<file path="src/rtl/pin_verifier_pkg.sv">
// -----------------------------------------------------------------------------
// pin_verifier_pkg
// Shared definitions for the PIN reader/checker and the PIN configuration
// block: stored PIN field widths, the lockout timer width and the checker
// state encoding.
// -----------------------------------------------------------------------------
package pin_verifier_pkg;

    localparam int PIN_A_W = 4;
    localparam int PIN_B_W = 3;

    // Wide enough for the longest lockout duration.
    localparam int TIMER_W = 32;

    typedef enum logic [2:0] {
        S_WAIT_CONFIG = 3'd0,
        S_IDLE        = 3'd1,
        S_CHECK       = 3'd2,
        S_UNLOCKED    = 3'd3,
        S_FAIL        = 3'd4,
        S_LOCKOUT     = 3'd5
    } state_t;

endpackage

</file>
<file path="src/rtl/pin_verifier_timer.sv">
// -----------------------------------------------------------------------------
// pin_verifier_timer
// Loadable down-counter used for the error hold and lockout periods.
// The count stops at zero; Zero flags the terminal value.
//
// Ports:
//   Clk        system clock, rising edge
//   Reset_n    asynchronous active-low reset (count cleared)
//   Load       load Load_Value this cycle (has priority over Enable)
//   Load_Value value to load
//   Enable     decrement by one when the count is non-zero
//   Zero       high while the count is zero
// -----------------------------------------------------------------------------
module pin_verifier_timer #(
    parameter int WIDTH = 32
) (
    input  logic             Clk,
    input  logic             Reset_n,
    input  logic             Load,
    input  logic [WIDTH-1:0] Load_Value,
    input  logic             Enable,
    output logic             Zero
);

    logic [WIDTH-1:0] count;

    always_ff @(posedge Clk or negedge Reset_n) begin
        if (!Reset_n) begin
            count <= '0;
        end else if (Load) begin
            count <= Load_Value;
        end else if (Enable && (count != '0)) begin
            count <= count - WIDTH'(1);
        end
    end

    assign Zero = (count == '0);

endmodule

</file>
<file path="src/rtl/pin_verifier.sv">
// -----------------------------------------------------------------------------
// pin_verifier
// Reader/checker side of the PIN interface. Waits for the configuration block
// to publish a valid PIN, then compares user guesses (captured on a rising
// edge of Enter) against it. A wrong guess holds Error for ERROR_CYCLES; the
// last allowed wrong guess forces a LOCKOUT_CYCLES lockout. A correct guess
// unlocks until the next Enter press relocks.
//
// Ports:
//   Clk               system clock, rising edge
//   Reset_n           asynchronous active-low reset
//   Config_Done       stored PIN valid (Done_Register of the config block)
//   A_Pin, B_Pin      stored PIN parts A and B
//   Enter             guess / relock button (level, already synchronised)
//   Switches_A_Guess  guess part A
//   Switches_B_Guess  guess part B
//   Unlocked          high while unlocked
//   Error             high while holding the wrong-guess indication
//   Locked_Out        high while locked out
//   Attempts_Left     remaining wrong guesses before lockout
//   Ready             high while a guess will be accepted
//
// Outputs are registered decodes of the state and attempt counter, so they
// trail the state by one cycle: a rise of Enter sampled at edge N is checked
// during cycle N+1 and the result shows after edge N+2.
// MAX_ATTEMPTS must lie in 1..3 and LOCKOUT_CYCLES below 2^32.
// -----------------------------------------------------------------------------
module pin_verifier
    import pin_verifier_pkg::*;
#(
    parameter int MAX_ATTEMPTS   = 3,
    parameter int ERROR_CYCLES   = 25_000_000,
    parameter int LOCKOUT_CYCLES = 250_000_000
) (
    input  logic               Clk,
    input  logic               Reset_n,
    input  logic               Config_Done,
    input  logic [PIN_A_W-1:0] A_Pin,
    input  logic [PIN_B_W-1:0] B_Pin,
    input  logic               Enter,
    input  logic [PIN_A_W-1:0] Switches_A_Guess,
    input  logic [PIN_B_W-1:0] Switches_B_Guess,
    output logic               Unlocked,
    output logic               Error,
    output logic               Locked_Out,
    output logic [1:0]         Attempts_Left,
    output logic               Ready
);

    localparam logic [1:0]         MAX_ATT   = 2'(MAX_ATTEMPTS);
    localparam logic [TIMER_W-1:0] ERR_LOAD  = TIMER_W'(ERROR_CYCLES - 1);
    localparam logic [TIMER_W-1:0] LOCK_LOAD = TIMER_W'(LOCKOUT_CYCLES - 1);

    state_t             state;
    state_t             state_nxt;
    logic [1:0]         attempts;
    logic [1:0]         attempts_nxt;
    logic               enter_old;
    logic               enter_rise;
    logic [PIN_A_W-1:0] guess_a;
    logic [PIN_B_W-1:0] guess_b;
    logic               guess_load;
    logic               guess_match;
    logic               config_drop;

    logic               timer_load;
    logic [TIMER_W-1:0] timer_load_val;
    logic               timer_en;
    logic               timer_zero;

    assign enter_rise  = Enter & ~enter_old;
    assign guess_match = ({guess_a, guess_b} == {A_Pin, B_Pin});

    // Losing the stored PIN outside WAIT_CONFIG overrides every transition.
    assign config_drop = ~Config_Done & (state != S_WAIT_CONFIG);

    pin_verifier_timer #(
        .WIDTH (TIMER_W)
    ) u_timer (
        .Clk        (Clk),
        .Reset_n    (Reset_n),
        .Load       (timer_load),
        .Load_Value (timer_load_val),
        .Enable     (timer_en),
        .Zero       (timer_zero)
    );

    // -------------------------------------------------------------------------
    // Next-state logic
    // -------------------------------------------------------------------------
    always_comb begin
        state_nxt      = state;
        attempts_nxt   = attempts;
        guess_load     = 1'b0;
        timer_load     = 1'b0;
        timer_load_val = '0;
        timer_en       = 1'b0;

        if (config_drop) begin
            state_nxt    = S_WAIT_CONFIG;
            attempts_nxt = MAX_ATT;
            timer_load   = 1'b1;
        end else begin
            unique case (state)
                S_WAIT_CONFIG: begin
                    if (Config_Done) begin
                        state_nxt = S_IDLE;
                    end
                end

                S_IDLE: begin
                    if (enter_rise) begin
                        guess_load = 1'b1;
                        state_nxt  = S_CHECK;
                    end
                end

                S_CHECK: begin
                    if (guess_match) begin
                        state_nxt    = S_UNLOCKED;
                        attempts_nxt = MAX_ATT;
                    end else if (attempts > 2'd1) begin
                        state_nxt      = S_FAIL;
                        attempts_nxt   = attempts - 2'd1;
                        timer_load     = 1'b1;
                        timer_load_val = ERR_LOAD;
                    end else begin
                        state_nxt      = S_LOCKOUT;
                        attempts_nxt   = 2'd0;
                        timer_load     = 1'b1;
                        timer_load_val = LOCK_LOAD;
                    end
                end

                S_UNLOCKED: begin
                    if (enter_rise) begin
                        state_nxt = S_IDLE;
                    end
                end

                S_FAIL: begin
                    if (timer_zero) begin
                        state_nxt = S_IDLE;
                    end else begin
                        timer_en = 1'b1;
                    end
                end

                S_LOCKOUT: begin
                    if (timer_zero) begin
                        state_nxt    = S_IDLE;
                        attempts_nxt = MAX_ATT;
                    end else begin
                        timer_en = 1'b1;
                    end
                end

                default: begin
                    state_nxt    = S_WAIT_CONFIG;
                    attempts_nxt = MAX_ATT;
                end
            endcase
        end
    end

    // -------------------------------------------------------------------------
    // State, counters and captured guess
    // -------------------------------------------------------------------------
    always_ff @(posedge Clk or negedge Reset_n) begin
        if (!Reset_n) begin
            state     <= S_WAIT_CONFIG;
            attempts  <= MAX_ATT;
            enter_old <= 1'b0;
            guess_a   <= '0;
            guess_b   <= '0;
        end else begin
            state     <= state_nxt;
            attempts  <= attempts_nxt;
            enter_old <= Enter;
            if (guess_load) begin
                guess_a <= Switches_A_Guess;
                guess_b <= Switches_B_Guess;
            end
        end
    end

    // -------------------------------------------------------------------------
    // Registered output decode
    // -------------------------------------------------------------------------
    always_ff @(posedge Clk or negedge Reset_n) begin
        if (!Reset_n) begin
            Unlocked      <= 1'b0;
            Error         <= 1'b0;
            Locked_Out    <= 1'b0;
            Ready         <= 1'b0;
            Attempts_Left <= MAX_ATT;
        end else if (config_drop) begin
            // Clear indications in the same cycle the state falls back.
            Unlocked      <= 1'b0;
            Error         <= 1'b0;
            Locked_Out    <= 1'b0;
            Ready         <= 1'b0;
            Attempts_Left <= MAX_ATT;
        end else begin
            Unlocked      <= (state == S_UNLOCKED);
            Error         <= (state == S_FAIL);
            Locked_Out    <= (state == S_LOCKOUT);
            Ready         <= (state == S_IDLE);
            Attempts_Left <= attempts;
        end
    end

endmodule

</file>
<file path="config.mk">
export PLATFORM = sky130hd
export DESIGN_NAME = pin_verifier
export DESIGN_NICKNAME = d
export VERILOG_FILES = /design/src/rtl/pin_verifier_pkg.sv /design/src/rtl/pin_verifier_timer.sv /design/src/rtl/pin_verifier.sv
export SDC_FILE = /design/constraint.sdc
export NUM_CORES = 1
export LEC_CHECK = 0
export BUFFER_PORTS_ARGS = -buffer_cell sky130_fd_sc_hd__buf_2
export CAP_MARGIN = 15
export CORE_MARGIN = 2
export CORE_UTILIZATION = 61
export DETAILED_ROUTE_END_ITERATION = 12
export PLACE_DENSITY = 0.83
export SLEW_MARGIN = 40
export SYNTH_ARGS = -nofsm -noshare
export SYNTH_HDL_FRONTEND = slang
export SYNTH_SLANG_ARGS = --single-unit
</file>
<file path="constraint.sdc">
create_clock -name Clk -period 3.8 [get_ports Clk]
set_input_delay 0.57 -clock Clk [delete_from_list [all_inputs] [get_ports Clk]]
set_output_delay 0.57 -clock Clk [all_outputs]
set_load 0.05 [all_outputs]
</file>
* Word-level counts from Yosys, hierarchy flattened
Index checks and enable logic that the tools add are counted.
Operators by class: add/subtract/negate cells 2, order comparisons 1, equal/unequal tests 12, mux-type cells 33, bitwise gates (word level) 4, reduce and logical (&&, ||, !) cells 10
Operator list (count):
- 32-bit two-way mux | 3
- 28-bit two-way mux | 3
- 32-bit logical NOT | 1
- 32-bit nonzero test | 1
- 32-bit by 1-bit subtractor with 32-bit output, second input constant | 1
- 3-bit two-way mux | 6
- 3-bit one-hot mux with 5 select lines | 1
- 1-bit two-way mux | 14
- 3-bit != test, second input constant | 4
- 2-bit two-way mux | 5
- 7-bit equality test | 1
- 3-bit by 2-bit equality test with 1-bit output, second input constant | 2
- 3-bit equality test, second input constant | 2
- 2-bit one-hot mux with 3 select lines | 1
- 4-bit AND reduction | 1
- 4-bit OR reduction | 1
- 3-bit by 1-bit equality test with 1-bit output, second input constant | 1
- 3-bit logical NOT | 1
- 3-bit by 1-bit != test with 1-bit output, second input constant | 1
- 3-bit nonzero test | 1
- 1-bit bitwise AND | 2
- 2-bit by 1-bit greater-than comparator with 1-bit output, second input constant | 1
- 2-bit by 1-bit != test with 1-bit output, second input constant | 1
- 1-bit NOT | 2
- other kinds (5) | 5
Storage, ports and cells: flip-flop bits (word level) 51, output and inout port bits 6, word-level logic and storage cells 73

* Logic depth before layout (Yosys ltp)
depth in word-level cells 7, depth in mapped cells 10

* Cells and area by module
Synthesis repeated with hierarchy kept, for this count alone.
Second synthesis, totals: cell total of the unflattened synthesis 312, area, all modules 3014.1 um^2
By module, submodules not included:
- pin_verifier_timer | instances 1, cells each 234, area each 2067.0 um^2, sequential area each 800.8 um^2
- pin_verifier | instances 1, cells each 78, area each 947.2 um^2, sequential area each 480.5 um^2

* Worst setup path before layout
Ideal clock, no wire load.
path type flip-flop to flip-flop, from register u_timer.count[0], to register u_timer.count[25], library setup time 121 ps, arrival 2176 ps, required time 3679 ps, setup slack 1503 ps, cell stages (with the launch flop) 10, buffers on the path 1, cell sequence dfrtp_1 -> inv_1 -> ha_1 -> or4b_1 -> nor4_4 -> a31oi_1 -> or2_1 -> buf_6 -> o21a_1 -> o22a_1
On the way: word-level cells in the longest chain between the ends 6, elaborated cells between the ends (all ways) 10, those cells by class add/sub (1); mux (5); reduce/logical (4)
Ends and longest elaborated chain:
- start: declaration | RTL line pin_verifier_timer.sv:25 | logic [WIDTH-1:0] count;
- start signal: assignment | RTL line pin_verifier_timer.sv:31 | count <= Load_Value;
- start signal: assignment | RTL line pin_verifier_timer.sv:33 | count <= count - WIDTH'(1);
- branches (longest 6 deep; another with 32-bit by 1-bit subtractor with 32-bit output)
Several ways; the timed one is not identified. The select of a mux whose other input is x is not followed. A chain may end at the register's enable or synchronous reset.

* Worst setup path in the final report
from register u_timer.count[0], to register u_timer.count[22]
Same word-level chain as after synthesis.

==> impl_metrics.tcl <==
set metrics [dict create \
    syn_inst 303 \
    clockBufferDepth 2 \
    synth_edf_count 0 \
    cts_tree "built" \
    async_flop_share_pct 100 \
    grt_pass1_vias 2275 \
    power_density_mw_per_mm2 907 \
    die_y_um 72.7 \
    ioPinCount 24 \
    p_total_w 0.00281 \
    final_cell_mix "47 x dfrtp_1, 35 x nor2_1, 24 x a21oi_1" \
    initialDrtViolationCount 354 \
    crit_family "simple AND/OR/NAND/NOR gates" \
    ir_worst_vdd_mv 0.489 \
    relSlewSlack_pct 47.9 \
    die-area_mm2 0.00528 \
    cts_buffers 5 \
    dpl.cell_count 365 \
    maxCapViolations 0 \
    syn_to_final_growth_pct 7.75 \
    slowest_stage "or4b_1" \
    grt_pass1_wl_um 10900 \
    drc 0 \
    clock.fmax_ghz 0.356 \
    finalSetupTns_ps 0 \
    hp-class "in -> async" \
    cp_data_arrival_time_ps 3000 \
    period_minus_slack_ps 2810 \
    synthFlopType "dfrtp_1" \
    status "finished clean" \
    hold_buffers 0 \
    io_buffers 23 \
    wirelength_um 6380 \
    clock-sinks 51 \
    crit_buf_inv 2 \
    reg2reg_depth 9 \
    slowest_delay_ps 530 \
    yosys-top-cells-area "dfrtp_1 41%, nor2_1 4.7%, a21oi_1 4.2%" \
    vias_per_cell 6.48 \
    place_congestion 0.919 \
    ant_nets 0 \
    yosys.area_share.xor_xnor_pct 7.01 \
    synth_top_area_cell "dfrtp_1" \
    layout-drive-gt1-share_pct 19.0 \
    first_pass_iters 5 \
    start_kind "register" \
    avgSynthCellArea_um2 9.49 \
    crit_type "reg -> reg" \
    grt_start_max_net_pins 52 \
    row_count 24 \
    cts.clk_slew.worst_paths_ps 90 \
    place_area_mm2 0.00300 \
    final_common_cell "dfrtp_1" \
    fin_crit_sh_pct 73.9 \
    crit_fanout 16 \
    antenna_found_initial 0 \
    muxShareOfSynthArea_pct 2.74 \
    vias 2417 \
    root_buffer "clkbuf_8" \
    ys.warnings.count 0 \
    endpoint_kind "register" \
    yosys_register_bits 51 \
    num_antenna_cells 0 \
    initial_core_util_pct 64.7 \
    p_leak_nw 1.40 \
    slew_viol_final 0 \
    synth_compound_area_share_pct 17.8 \
    synth_area_mm2 0.00288 \
    tightest_slew_ps 779 \
    stdcell_count 373 \
    core-area_mm2 0.00444 \
    cts_post_setup_buffers_inserted 0 \
    post-route-util_pct 69.7 \
    synth-simple-area-share_pct 23.5 \
    track_usage_pct 26.2 \
    grt-ovfl-total 0 \
    path_depth 9 \
    htree_num_levels 2 \
    ys_seq_area_share_pct 44.6 \
    fin_skew_ps 5.41 \
    worstPathCellList "inv_1 > ha_1 > or4b_1 > nor4_4 > a31oi_4 > buf_4 > nor2_4 > a21oi_1 > o2bb2a_2" \
    cp.required_ps 4000 \
    syn_nets 322 \
    die_x_um 72.7 \
    clock_latency_ps 300 \
    hold_violations 0 \
    grt_setup_unrepaired "no" \
    fillerInstances 348 \
    stdcell_area_mm2 0.00310 \
    cts_resized 0 \
    setup_viol_count_final 0 \
    synth.distinct_cells 53 \
    synth_fa_ha_area_share_pct 0.435 \
    wl_per_cell_um 17.1 \
    synth_top_family_by_area "simple AND/OR/NAND/NOR gates" \
    synth_top_area_share_pct 40.9 \
    fin_nets 339 \
    hpwl_um 4430 \
]
-- cell type report --
type                       count  area, um^2  share of cell area [%]
inverter                       6        22.5                   0.727
clock buffer                   7        86.3                    2.79
clock inverter                 1        5.00                   0.162
tap                           52        65.1                    2.10
sequential                    51        1280                    41.4
timing repair buffer          26         140                    4.52
multi-input combinational    230        1500                    48.3
-- Yosys cell counts (2+ instances only) --
| library cell | number |
|---|---|
| nor4_4 | 2 |
| dfstp_2 | 4 |
| or2_2 | 4 |
| a31oi_1 | 13 |
| a21oi_1 | 24 |
| mux2_2 | 7 |
| nand2b_1 | 4 |
| nor3_1 | 18 |
| clkbuf_1 | 10 |
| nor4_1 | 4 |
| nor2b_1 | 3 |
| a41o_1 | 2 |
| and3_1 | 5 |
| o21a_1 | 6 |
| o21ai_0 | 7 |
| or4_4 | 2 |
| nand4_1 | 4 |
| inv_1 | 6 |
| nor2_1 | 36 |
| nand2_1 | 17 |
| xnor2_1 | 11 |
| nand3_1 | 11 |
| or3_1 | 2 |
| nand3b_1 | 3 |
| o22a_1 | 10 |
| dfrtp_1 | 47 |
| buf_6 | 4 |
| xor2_1 | 12 |
-- per-layer routing --
metal	up-vias	share of wire [%]	GRT usage, %	routed length (um)
met5	-	0	0	0
met4	0	1.3	8.23	82
met3	14	6.9	4.42	437
met2	102	48	42.4	3050
met1	1173	44	36.3	2810
li1	1128	-	-	-
-- worst paths after layout --
kind	startpoint	to	slack, ps
worst max-delay path	u_timer.count[0]	u_timer.count[22]	990
worst min-delay path	Reset_n	guess_a[3]	280
worst max register to register	u_timer.count[0]	u_timer.count[22]	990
worst min register to register	attempts[0]	attempts[0]	500
max in group asynchronous	Reset_n	u_timer.count[15]	3100
min in group Clk	Enter	enter_old	390
-- metrics by stage --
step,setup WS [ps],hold slack [ps]
2_1_floorplan,1500,274
3_3_place_gp,1020,478
3_5_place_dp,913,494
4_1_cts,910,309
5_1_grt,809,333
6_report,993,279
-- kinds of logic (layout without fill, tap and decap cells) --
logic type,count (synthesis),in the layout
fa+ha+maj,1,1
simple gates,124,124
flops,51,51
compound gates,75,75
xor+xnor,23,23
buf+inv,22,40
mux,7,7
-- where the power goes --
| part | internal, W | switching [W] |
|---|---|---|
| Combinational | 0.000624 | 0.000938 |
| Sequential | 0.000724 | 0.000207 |
| Clock | 0.000147 | 0.000171 |
-- sequential cells by signal (all words and copies together) (netlist names) --
name,count
Attempts_Left,2
u_timer.count,32
Locked_Out,1
attempts,2
enter_old,1
guess_b,3
state,3
guess_a,4
Error,1
Ready,1
Unlocked,1
Note: power is estimated with default switching activity, not from simulation.
